$ cat src/rtl/detector_pkg.sv
// Shared widths and helpers for the spike detector slice.
package detector_pkg;

  localparam int DATA_W_DEF    = 16;
  localparam int NEO_W         = 32;
  localparam int EMA_SHIFT_DEF = 6;
  localparam int MULT_W        = 8;
  localparam int MEAN_W        = NEO_W + 1;
  localparam int THR_PROD_W    = NEO_W + MULT_W;

  localparam logic [NEO_W-1:0] NEO_MAX = '1;

  typedef enum logic [1:0] {
    FILL_EMPTY = 2'd0,
    FILL_ONE   = 2'd1,
    FILL_TWO   = 2'd2,
    FILL_FULL  = 2'd3
  } fill_t;

  function automatic logic [NEO_W-1:0] sat_thr(input logic [THR_PROD_W-1:0] p);
    return (|p[THR_PROD_W-1:NEO_W]) ? NEO_MAX : p[NEO_W-1:0];
  endfunction

endpackage

$ cat src/rtl/spike_detector_if.sv
// Sample/config/result bundle between a sample source and the spike detector.
interface spike_detector_if
  import detector_pkg::*;
#(
  parameter int DATA_W = DATA_W_DEF
);

  logic signed [DATA_W-1:0] sample_in;
  logic                     sample_valid;
  logic [NEO_W-1:0]         threshold_in;
  logic [7:0]               refractory_in;
  logic [NEO_W-1:0]         neo_out;
  logic                     neo_valid;
  logic                     detection;

  modport master (
    output sample_in, sample_valid, threshold_in, refractory_in,
    input  neo_out, neo_valid, detection
  );

  modport slave (
    input  sample_in, sample_valid, threshold_in, refractory_in,
    output neo_out, neo_valid, detection
  );

endinterface

$ cat src/rtl/spike_detector_neo_core.sv
// Three-sample window and clamped NEO (x1^2 - x0*x2) datapath.
//
// state      | meaning
// FILL_EMPTY | no sample accepted since reset
// FILL_ONE   | one sample in the window
// FILL_TWO   | two samples in the window
// FILL_FULL  | window full, psi is meaningful
module neo_core
  import detector_pkg::*;
#(
  parameter int DATA_W = DATA_W_DEF
) (
  input  logic                     clk,
  input  logic                     reset,
  input  logic signed [DATA_W-1:0] i_sample,
  input  logic                     i_valid,
  output logic [NEO_W-1:0]         o_neo,
  output logic                     o_neo_valid
);

  localparam int PSI_W = 2*DATA_W + 1;
  localparam int MAG_W = PSI_W - 1;

  logic signed [DATA_W-1:0] r_x0, r_x1, r_x2;
  logic                     r_acc;
  fill_t                    r_fill, w_fill_nxt;
  logic [NEO_W-1:0]         r_neo;
  logic                     r_neo_valid;

  logic signed [PSI_W-1:0]  w_sq, w_cross, w_psi;
  logic [MAG_W+NEO_W-1:0]   w_mag_ext;
  logic [NEO_W-1:0]         w_neo;

  always_ff @(posedge clk or posedge reset) begin
    if (reset) r_fill <= FILL_EMPTY;
    else       r_fill <= w_fill_nxt;
  end

  always_comb begin
    w_fill_nxt = r_fill;
    if (i_valid) begin
      case (r_fill)
        FILL_EMPTY: w_fill_nxt = FILL_ONE;
        FILL_ONE:   w_fill_nxt = FILL_TWO;
        FILL_TWO:   w_fill_nxt = FILL_FULL;
        default:    w_fill_nxt = FILL_FULL;
      endcase
    end
  end

  always_ff @(posedge clk or posedge reset) begin
    if (reset) begin
      r_x0  <= '0;
      r_x1  <= '0;
      r_x2  <= '0;
      r_acc <= 1'b0;
    end else begin
      r_acc <= i_valid;
      if (i_valid) begin
        r_x2 <= r_x1;
        r_x1 <= r_x0;
        r_x0 <= i_sample;
      end
    end
  end

  // Products are formed at full psi width so the difference cannot overflow.
  assign w_sq    = PSI_W'(r_x1) * PSI_W'(r_x1);
  assign w_cross = PSI_W'(r_x0) * PSI_W'(r_x2);
  assign w_psi   = w_sq - w_cross;

  assign w_mag_ext = {{NEO_W{1'b0}}, w_psi[MAG_W-1:0]};

  always_comb begin
    w_neo = w_mag_ext[NEO_W-1:0];
    if (w_psi[PSI_W-1])
      w_neo = '0;
    else if (|w_mag_ext[MAG_W+NEO_W-1:NEO_W])
      w_neo = NEO_MAX;
  end

  always_ff @(posedge clk or posedge reset) begin
    if (reset) begin
      r_neo       <= '0;
      r_neo_valid <= 1'b0;
    end else begin
      r_neo_valid <= r_acc && (r_fill == FILL_FULL);
      if (r_acc && (r_fill == FILL_FULL))
        r_neo <= w_neo;
    end
  end

  assign o_neo       = r_neo;
  assign o_neo_valid = r_neo_valid;

endmodule

$ cat src/rtl/spike_detector.sv
// NEO spike detector: threshold compare, refractory blanking and detection pulse.
// Build with ADAPTIVE_THRESH_EN defined for an EMA-scaled adaptive threshold.
module spike_detector
  import detector_pkg::*;
#(
  parameter int DATA_W    = DATA_W_DEF,
  parameter int EMA_SHIFT = EMA_SHIFT_DEF
) (
  input  logic             clk,
  input  logic             reset,
  spike_detector_if.slave  bus
);

  if (EMA_SHIFT < 1 || EMA_SHIFT >= NEO_W) begin : g_bad_shift
    $error("spike_detector: EMA_SHIFT out of range");
  end

  logic [NEO_W-1:0] w_neo;
  logic             w_neo_valid;
  logic [NEO_W-1:0] w_thr;
  logic             w_warm_ok;
  logic             w_fire;
  logic [7:0]       r_refr;
  logic             r_detection;

  neo_core #(
    .DATA_W (DATA_W)
  ) u_core (
    .clk         (clk),
    .reset       (reset),
    .i_sample    (bus.sample_in),
    .i_valid     (bus.sample_valid),
    .o_neo       (w_neo),
    .o_neo_valid (w_neo_valid)
  );

`ifdef ADAPTIVE_THRESH_EN
  logic [NEO_W-1:0]        r_mean;
  logic [EMA_SHIFT:0]      r_warm;
  logic [THR_PROD_W-1:0]   w_thr_prod;
  logic signed [MEAN_W-1:0] w_diff, w_step, w_mean_nxt;

  // Threshold uses the mean as it stood before this neo value updates it.
  assign w_thr_prod = THR_PROD_W'(r_mean) * THR_PROD_W'(bus.threshold_in[MULT_W-1:0]);
  assign w_thr      = sat_thr(w_thr_prod);
  assign w_warm_ok  = r_warm[EMA_SHIFT];

  assign w_diff     = $signed({1'b0, w_neo}) - $signed({1'b0, r_mean});
  assign w_step     = w_diff >>> EMA_SHIFT;
  assign w_mean_nxt = $signed({1'b0, r_mean}) + w_step;

  always_ff @(posedge clk or posedge reset) begin
    if (reset) begin
      r_mean <= '0;
      r_warm <= '0;
    end else if (w_neo_valid) begin
      r_mean <= w_mean_nxt[NEO_W-1:0];
      if (!r_warm[EMA_SHIFT])
        r_warm <= r_warm + 1'b1;
    end
  end
`else
  assign w_thr     = bus.threshold_in;
  assign w_warm_ok = 1'b1;
`endif

  assign w_fire = w_neo_valid && (w_neo > w_thr) && (r_refr == 8'd0) && w_warm_ok;

  // A fresh detection reloads the blanking window even if a sample lands on the same edge.
  always_ff @(posedge clk or posedge reset) begin
    if (reset) begin
      r_refr      <= '0;
      r_detection <= 1'b0;
    end else begin
      r_detection <= w_fire;
      if (w_fire)
        r_refr <= bus.refractory_in;
      else if (bus.sample_valid && (r_refr != 8'd0))
        r_refr <= r_refr - 8'd1;
    end
  end

  assign bus.neo_out   = w_neo;
  assign bus.neo_valid = w_neo_valid;
  assign bus.detection = r_detection;

endmodule

$ cat src/flat_wrapper.sv
// flat-port wrapper written by rule: the top's interface ports become plain ports
module spike_detector_flat import detector_pkg::*;
#(
  parameter int DATA_W    = DATA_W_DEF,
  parameter int EMA_SHIFT = EMA_SHIFT_DEF
)
  (clk, reset, bus_sample_in, bus_sample_valid, bus_threshold_in, bus_refractory_in, bus_neo_out, bus_neo_valid, bus_detection);
  spike_detector_if #(.DATA_W(DATA_W)) bus_i ();
  input  logic clk;
  input  logic reset;
  input wire logic [$bits(bus_i.sample_in)-1:0] bus_sample_in;
  input wire logic [$bits(bus_i.sample_valid)-1:0] bus_sample_valid;
  input wire logic [$bits(bus_i.threshold_in)-1:0] bus_threshold_in;
  input wire logic [$bits(bus_i.refractory_in)-1:0] bus_refractory_in;
  output wire logic [$bits(bus_i.neo_out)-1:0] bus_neo_out;
  output wire logic [$bits(bus_i.neo_valid)-1:0] bus_neo_valid;
  output wire logic [$bits(bus_i.detection)-1:0] bus_detection;
  assign bus_i.sample_in = bus_sample_in;
  assign bus_i.sample_valid = bus_sample_valid;
  assign bus_i.threshold_in = bus_threshold_in;
  assign bus_i.refractory_in = bus_refractory_in;
  assign bus_neo_out = bus_i.neo_out;
  assign bus_neo_valid = bus_i.neo_valid;
  assign bus_detection = bus_i.detection;
  spike_detector #(.DATA_W(DATA_W), .EMA_SHIFT(EMA_SHIFT)) u_core (.clk(clk), .reset(reset), .bus(bus_i));
endmodule
$ cat config.mk
export PLATFORM = sky130hd
export DESIGN_NAME = spike_detector_flat
export DESIGN_NICKNAME = d
export VERILOG_FILES = /design/src/rtl/detector_pkg.sv /design/src/rtl/spike_detector_if.sv /design/src/rtl/spike_detector_neo_core.sv /design/src/rtl/spike_detector.sv /design/src/flat_wrapper.sv
export SDC_FILE = /design/constraint.sdc
export NUM_CORES = 2
export LEC_CHECK = 0
export ABC_CLOCK_PERIOD_IN_PS = 8400
export CAP_MARGIN = 20
export CORE_MARGIN = 2
export CORE_UTILIZATION = 40
export DETAILED_ROUTE_END_ITERATION = 7
export PLACE_DENSITY = 0.67
export SLEW_MARGIN = 20
export SYNTH_ARGS = -nofsm -noshare
export SYNTH_HDL_FRONTEND = slang
export SYNTH_HIERARCHICAL = 1
export SYNTH_SLANG_ARGS = --single-unit
$ cat constraint.sdc
create_clock -name clk -period 8.4 [get_ports clk]
set_input_delay 2.52 -clock clk [delete_from_list [all_inputs] [get_ports clk]]
set_output_delay 2.52 -clock clk [all_outputs]
set_load 0.005 [all_outputs]
# [Word-level counts from Yosys, hierarchy flattened]
# Cells that the tools add are included.
[op_classes] addsub=2 n_div=0 n_reduce_logical=8 n_shift=0 n_mul=2 n_mux=4 order_cmp=1 n_bitwise=0 n_eq_ne=2
[ops] cell="16-bit by 16-bit multiplier with 32-bit output" count=2
[ops] cell="32-bit by 32-bit subtractor with 33-bit output" count=1
[ops] cell="32-bit > comparator" count=1
[ops] cell="32-bit 2-to-1 mux" count=1
[ops] cell="8-bit 2-to-1 mux" count=2
[ops] cell="8-bit zero test" count=1
[ops] cell="8-bit nonzero test" count=1
[ops] cell="8-bit by 1-bit subtractor with 8-bit output (second input constant)" count=1
[ops] cell="1-bit logical AND" count=4
[ops] cell="2-bit one-hot mux with 2 select lines" count=1
[ops] cell="2-bit by 1-bit equality test with 1-bit output (second input constant)" count=1
[ops] cell="2-bit equality test (second input constant)" count=1
[ops] cell="2-bit zero test" count=1
[ops] cell="2-bit nonzero test" count=1
[word_totals] memories=0 romBits=0 register_bits=93 output_inout_bits=34 mem_bits_rw=0 latch_bits=0 wordCells=28 in_bits=59

# [Logic depth before layout (Yosys ltp)]
[depth] word_depth=4 depth_mapped=29 depth_no_buf=26

# [Modules after synthesis]
# The synthesis kept the hierarchy.
[modules_own_cells] module="neo_core" seq_area_each_um2=2102.0 cells_per_inst=2304 instances=1 area_each_um2=22597.9
[modules_own_cells] module="spike_detector" seq_area_each_um2=225.2 cells_per_inst=171 instances=1 area_each_um2=1341.3

# [Least setup slack after synthesis]
# No wires, ideal clock.
[synth_timing] path_kind="reg2reg" from="reg u_core.u_core.r_x0[15]" to="reg u_core.u_core.r_neo[29] (netlist: u_core/u_core/o_neo[29])" stages_incl_launch_ff=27 n_path_buf=2 t_required_ns=8.296 synth_period_minus_slack_ns=7.728 slack_ns=0.672 setup_ns=0.104 arrival_time_ns=7.624 cell_sequence="dfrtp_1 clkbuf_1 nand2_1 inv_1 fa_1 inv_1 fa_1 inv_1 fa_1 inv_1 fa_1 fa_1 fa_1 fa_1 inv_1 fa_1 inv_1 ha_1 a21oi_1 and2_4 or4_4 o21ai_2 and3b_1 o22ai_2 xnor2_2 buf_6 o41ai_2"
[synth_between] elab_chain_cells=3
[synth_lines] element="start: declaration" line="spike_detector_neo_core.sv:24" source="logic signed [DATA_W-1:0] r_x0, r_x1, r_x2;"
[synth_lines] element="start signal: assignment" line="spike_detector_neo_core.sv:62" source="r_x0 <= i_sample;"
[synth_lines] element="16-bit by 16-bit multiplier with 32-bit output" line="spike_detector_neo_core.sv:69" source="assign w_cross = PSI_W'(r_x0) * PSI_W'(r_x2);"
[synth_lines] element="32-bit by 32-bit subtractor with 33-bit output" line="spike_detector_neo_core.sv:70" source="assign w_psi = w_sq - w_cross;"
[synth_lines] element="32-bit 2-to-1 mux" line="spike_detector_neo_core.sv:76" source="if (w_psi[PSI_W-1])"
[synth_lines] element="end signal: assignment" line="spike_detector_neo_core.sv:89" source="r_neo <= w_neo;"
[synth_lines] element="end: declaration" line="spike_detector_neo_core.sv:27" source="logic [NEO_W-1:0] r_neo;"
# Every way passes these cells.
# A chain may end at the register's enable or synchronous reset.

# [Final worst setup path]
[layout_timing] from="reg u_core.u_core.r_x1[2]" to="reg u_core.u_core.r_neo[31] (netlist: u_core/u_core/o_neo[31])"
[layout_between] elab_chain_cells=3
[layout_lines] element="start: declaration" line="spike_detector_neo_core.sv:24"
[layout_lines] element="start signal: assignment" line="spike_detector_neo_core.sv:61" source="r_x1 <= r_x0;"
[layout_lines] element="16-bit by 16-bit multiplier with 32-bit output" line="spike_detector_neo_core.sv:68" source="assign w_sq = PSI_W'(r_x1) * PSI_W'(r_x1);"
[layout_lines] element="32-bit by 32-bit subtractor with 33-bit output" line="spike_detector_neo_core.sv:70"
[layout_lines] element="32-bit 2-to-1 mux" line="spike_detector_neo_core.sv:76"
# Every way passes these cells.

==> results <==
- The run finished with clean final reports.
- The post-placement cell count is 3294.
- The wire length reported by the detailed router is 55300 microns.
- The number of cells on the worst reg-to-reg path is 25.
- The number of nets in the layout is 3351.
- The I/O pin count is 93.
- For the pin with the worst max-slew slack, the measured transition is 0.869 ns.
- Cells fill 44.1% of the core in the end.
- The maximum clock rate is 0.123 GHz.
- By startpoint and endpoint, the worst setup path is classified as reg -> reg.
- For this run, the detailed router's first-pass iteration total came to 4.
- The clock drives 93 sinks.
- The cell at the slowest stage of the critical path is sky130_fd_sc_hd__dfrtp_1.
- From bottom edge to top edge, the die measures 249 microns.
- Hold repair after CTS inserted 0 buffers.
- The post-route minimum period is 8.13 ns.
- The launch instance of the worst register-to-register path is u_core/u_core/r_x1[2].
- The required time of the critical path is 8.63 ns.
- Counting along the longest clock path gives a buffer depth of 2.
- For the worst-skew pair, the clock arrives at the later sink with an insertion delay of 0.38 ns.
- The part of the cycle the worst path needs is 96.8%.
- The count of filler cells inserted in the layout is 5595.
- The area of the mapped netlist is 23900 sq um.
- The critical path runs through a total of 25 cells.
- The initial utilization of the core area, before any placement, comes to 40.5%.
- The cell at the root of the clock tree is sky130_fd_sc_hd__clkbuf_16.
- The highest fanout seen on the critical path is 10.
- After synthesis, flip-flops and latches occupy 9.72% of the total area.
- The final weighted congestion in routability-driven placement is 0.865.
- The nature of the critical path endpoint is a flop.
- The number of slew-limit violations in the final report was 0.
- The core box area is 59100 sq um.
- The number of buffers and inverters on the critical path is 7.
- Of the cells placed in the final design, the portion with a size suffix greater than 1 is 5.44%.
- The number of clock buffers added by TritonCTS is 9.
- The start point of the critical path is u_core/u_core/r_x1[2].
- The minimum hold slack is 0.525 ns.
- sky130_fd_sc_hd__fa_1 takes more of the synthesized area than any other cell.
- Yosys attributes the largest share of cell area to sky130_fd_sc_hd__fa_1 (47%), sky130_fd_sc_hd__inv_1 (12%), sky130_fd_sc_hd__ha_1 (11%), sky130_fd_sc_hd__dfrtp_1 (9.7%), sky130_fd_sc_hd__nand2_1 (4.1%).
- In this design, the largest share of critical-path delay is due to adder cells.
- The number of cells on the worst hold path is 2.
- The row count is 89.
- In this run the most critical hold path is launched from u_core/u_core/o_neo[0].
- The synthesized design devotes to its leading area cell type 46.7% of total area.
- The finished layout holds 3310 standard cells, fillers aside.
- The final setup violation count is 0.
- Across the routed clock network, the largest skew measured is 0.0174 ns.
- The longest individual stage delay on the worst path is 0.63 ns.
- Of all flip-flops after synthesis, the portion carrying an async set or reset was 100%.
- The number of antenna violations at the first check in global routing is 0.
- For this run, the leading register cell type out of synthesis is sky130_fd_sc_hd__dfrtp_1.
- The sum of negative setup slack is 0 ns.
- When the netlist entered floorplanning its net count stood at 3294.
- In this run the remaining antenna-violating nets after routing total 0.
- The final count of hold timing violations is 0.
- For the worst setup path, the data arrival time is 8.36 ns.
- The H-tree was split into 3 levels.
- The number of warning messages in the yosys log is 6.
- The number of register bits inferred by synthesis is 93.
- The first global-routing pass estimated 92800 microns of wire.
- The sum of overflow across all layers after global routing is 0.
- The overall track demand over capacity in global routing is 18.9%.
- The cell type with the highest occurrence count on the critical path is sky130_fd_sc_hd__fa_1.
- The type of origin of the critical path is a flop.
- Entering global routing, the biggest net connects 72 pins.
- The number of global-route vias before repair is 18300.
- After legalization and detailed placement, the total HPWL measured 47000 microns.
- In this run the worst hold path is classified as reg -> reg.
- Counting instances in the post-synthesis netlist gives the leading cell types as sky130_fd_sc_hd__inv_1 (739), sky130_fd_sc_hd__fa_1 (558), sky130_fd_sc_hd__nand2_1 (264).
- Setup repair after global routing could not meet its margin everywhere.
- The number of port buffers is 92.
- Yosys mapped a number of flops with a built-in enable equal to 0.
- The post-CTS setup-driven buffer insertion count is 0.
- Headroom to the max-slew limit came out at 42.1%.
- The via count is 16300.
- In the routed layout, each cell is associated on average with a via count of 4.93.
- After clock tree synthesis, the clock-pin slew on the worst setup and hold paths is 0.08 ns.
- Counting every instance in the synthesized netlist gives 2475.
- The post-synthesis area per instance is 9.67 sq um.
- The number of remaining DRC errors is 0.
- The area of the die is 61800 sq um.
- In this run, distinct cell masters in the synthesized netlist total 69.
- The final antenna diode count is 0.
- The number of violations of the max-capacitance limit is 0.
- By instance count, the leading cell after synthesis is sky130_fd_sc_hd__inv_1.
- The average wire length per cell after detail routing is 16.7 microns.
- After the first detailed-routing iteration, the DRC count stood at 811.
- The relative area change from synthesis to final layout is 8.89%.
- The x dimension of the die is 249 microns.
- TritonCTS built the clock tree.
==> worst paths after layout <==
| kind | endpoint | slack [ns] |
|---|---|---|
| min reg2reg | u_core/u_core/o_neo[0] | 0.53 |
| max | u_core/u_core/o_neo[31] | 0.27 |
| max reg2reg | u_core/u_core/o_neo[31] | 0.27 |
| max in group asynchronous | u_core/u_core/r_x2[4] | 4.93 |
| min | u_core/u_core/o_neo[0] | 0.53 |
| min in group asynchronous | u_core/u_core/o_neo[23] | 2.41 |
==> logic make-up after synthesis <==
family / synth area share, %
compound gates: 4.90
xor+xnor: 2.04
fa+ha+maj: 57.2
buf+inv: 12.9
flops: 9.72
mux: 2.10
simple gates: 11.1
==> tightest hold or removal path: stages, from the launching register on <==
cell and delay, ns:
sky130_fd_sc_hd__dfrtp_1 0.38, sky130_fd_sc_hd__nand2_1 0.07, sky130_fd_sc_hd__o21ai_2 0.05
==> per-stage QoR <==
stage / area [sq um] / setup WS, ns
6_report: 26100 / 0.268
5_1_grt: 26100 / -0.0109
4_1_cts: 26100 / 0.283
3_5_place_dp: 25800 / 0.327
3_3_place_gp: 25800 / 0.498
2_1_floorplan: 23900 / 0.672
==> sequential cells by signal, indices dropped and copies added (netlist names), 2 cells and up <==
| signal | count |
|---|---|
| u_core/u_core/r_x1 | 16 |
| u_core/r_refr | 8 |
| u_core/u_core/r_x2 | 16 |
| u_core/u_core/o_neo | 32 |
| u_core/u_core/r_x0 | 16 |
| u_core/u_core/r_fill | 2 |
==> timing repair <==
item	CTS	global route
resized for setup	0	3
endpoints found under the setup margin	0	18
endpoints found under the hold margin	0	0
==> layout make-up <==
type                            instances  area (sq um)  share of cell area, %
Clock buffer                            9           225                  0.864
Clock inverter                          7          58.8                  0.226
Inverter                              740          2780                   10.7
Multi-Input combinational cell       1564         18500                   71.1
Sequential cell                        93          2330                   8.94
Tap cell                              773           967                   3.71
Timing Repair Buffer                  124          1170                   4.50
==> placed cells by master (no fill, tap or decap), drive strengths merged, types with 3 or more instances in the layout <==
cell,n
ha,202
or3,3
o21a,5
nor4,6
nand2b,7
a21o,13
clkdlybuf4s50,91
a21oi,43
o21ai,39
xnor2,37
nor2,43
a211oi,6
inv,741
or2,3
nand2,264
nor2b,17
fa,558
mux2,43
buf,33
xor2,17
nand3,15
dfrtp,93
or4,3
nor3,8
nand4,11
clkbuf,9
and2,159
o41ai,7
o31ai,24
clkinv,5
o211ai,3
==> layer usage <==
| layer | track usage [%] | share of wire [%] | vias to the layer above | routed length [microns] |
|---|---|---|---|---|
| met4 | 9.18 | 5.0 | 0 | 2770 |
| met2 | 34.6 | 54 | 399 | 29800 |
| met3 | 1.85 | 3.7 | 125 | 2020 |
| li1 | - | - | 7322 | - |
| met5 | 0 | 0 | - | 0 |
| met1 | 22.1 | 38 | 8476 | 20800 |
Power is not shown: default switching activity piles up to over one toggle a cycle in this logic, so the estimate is an artifact.
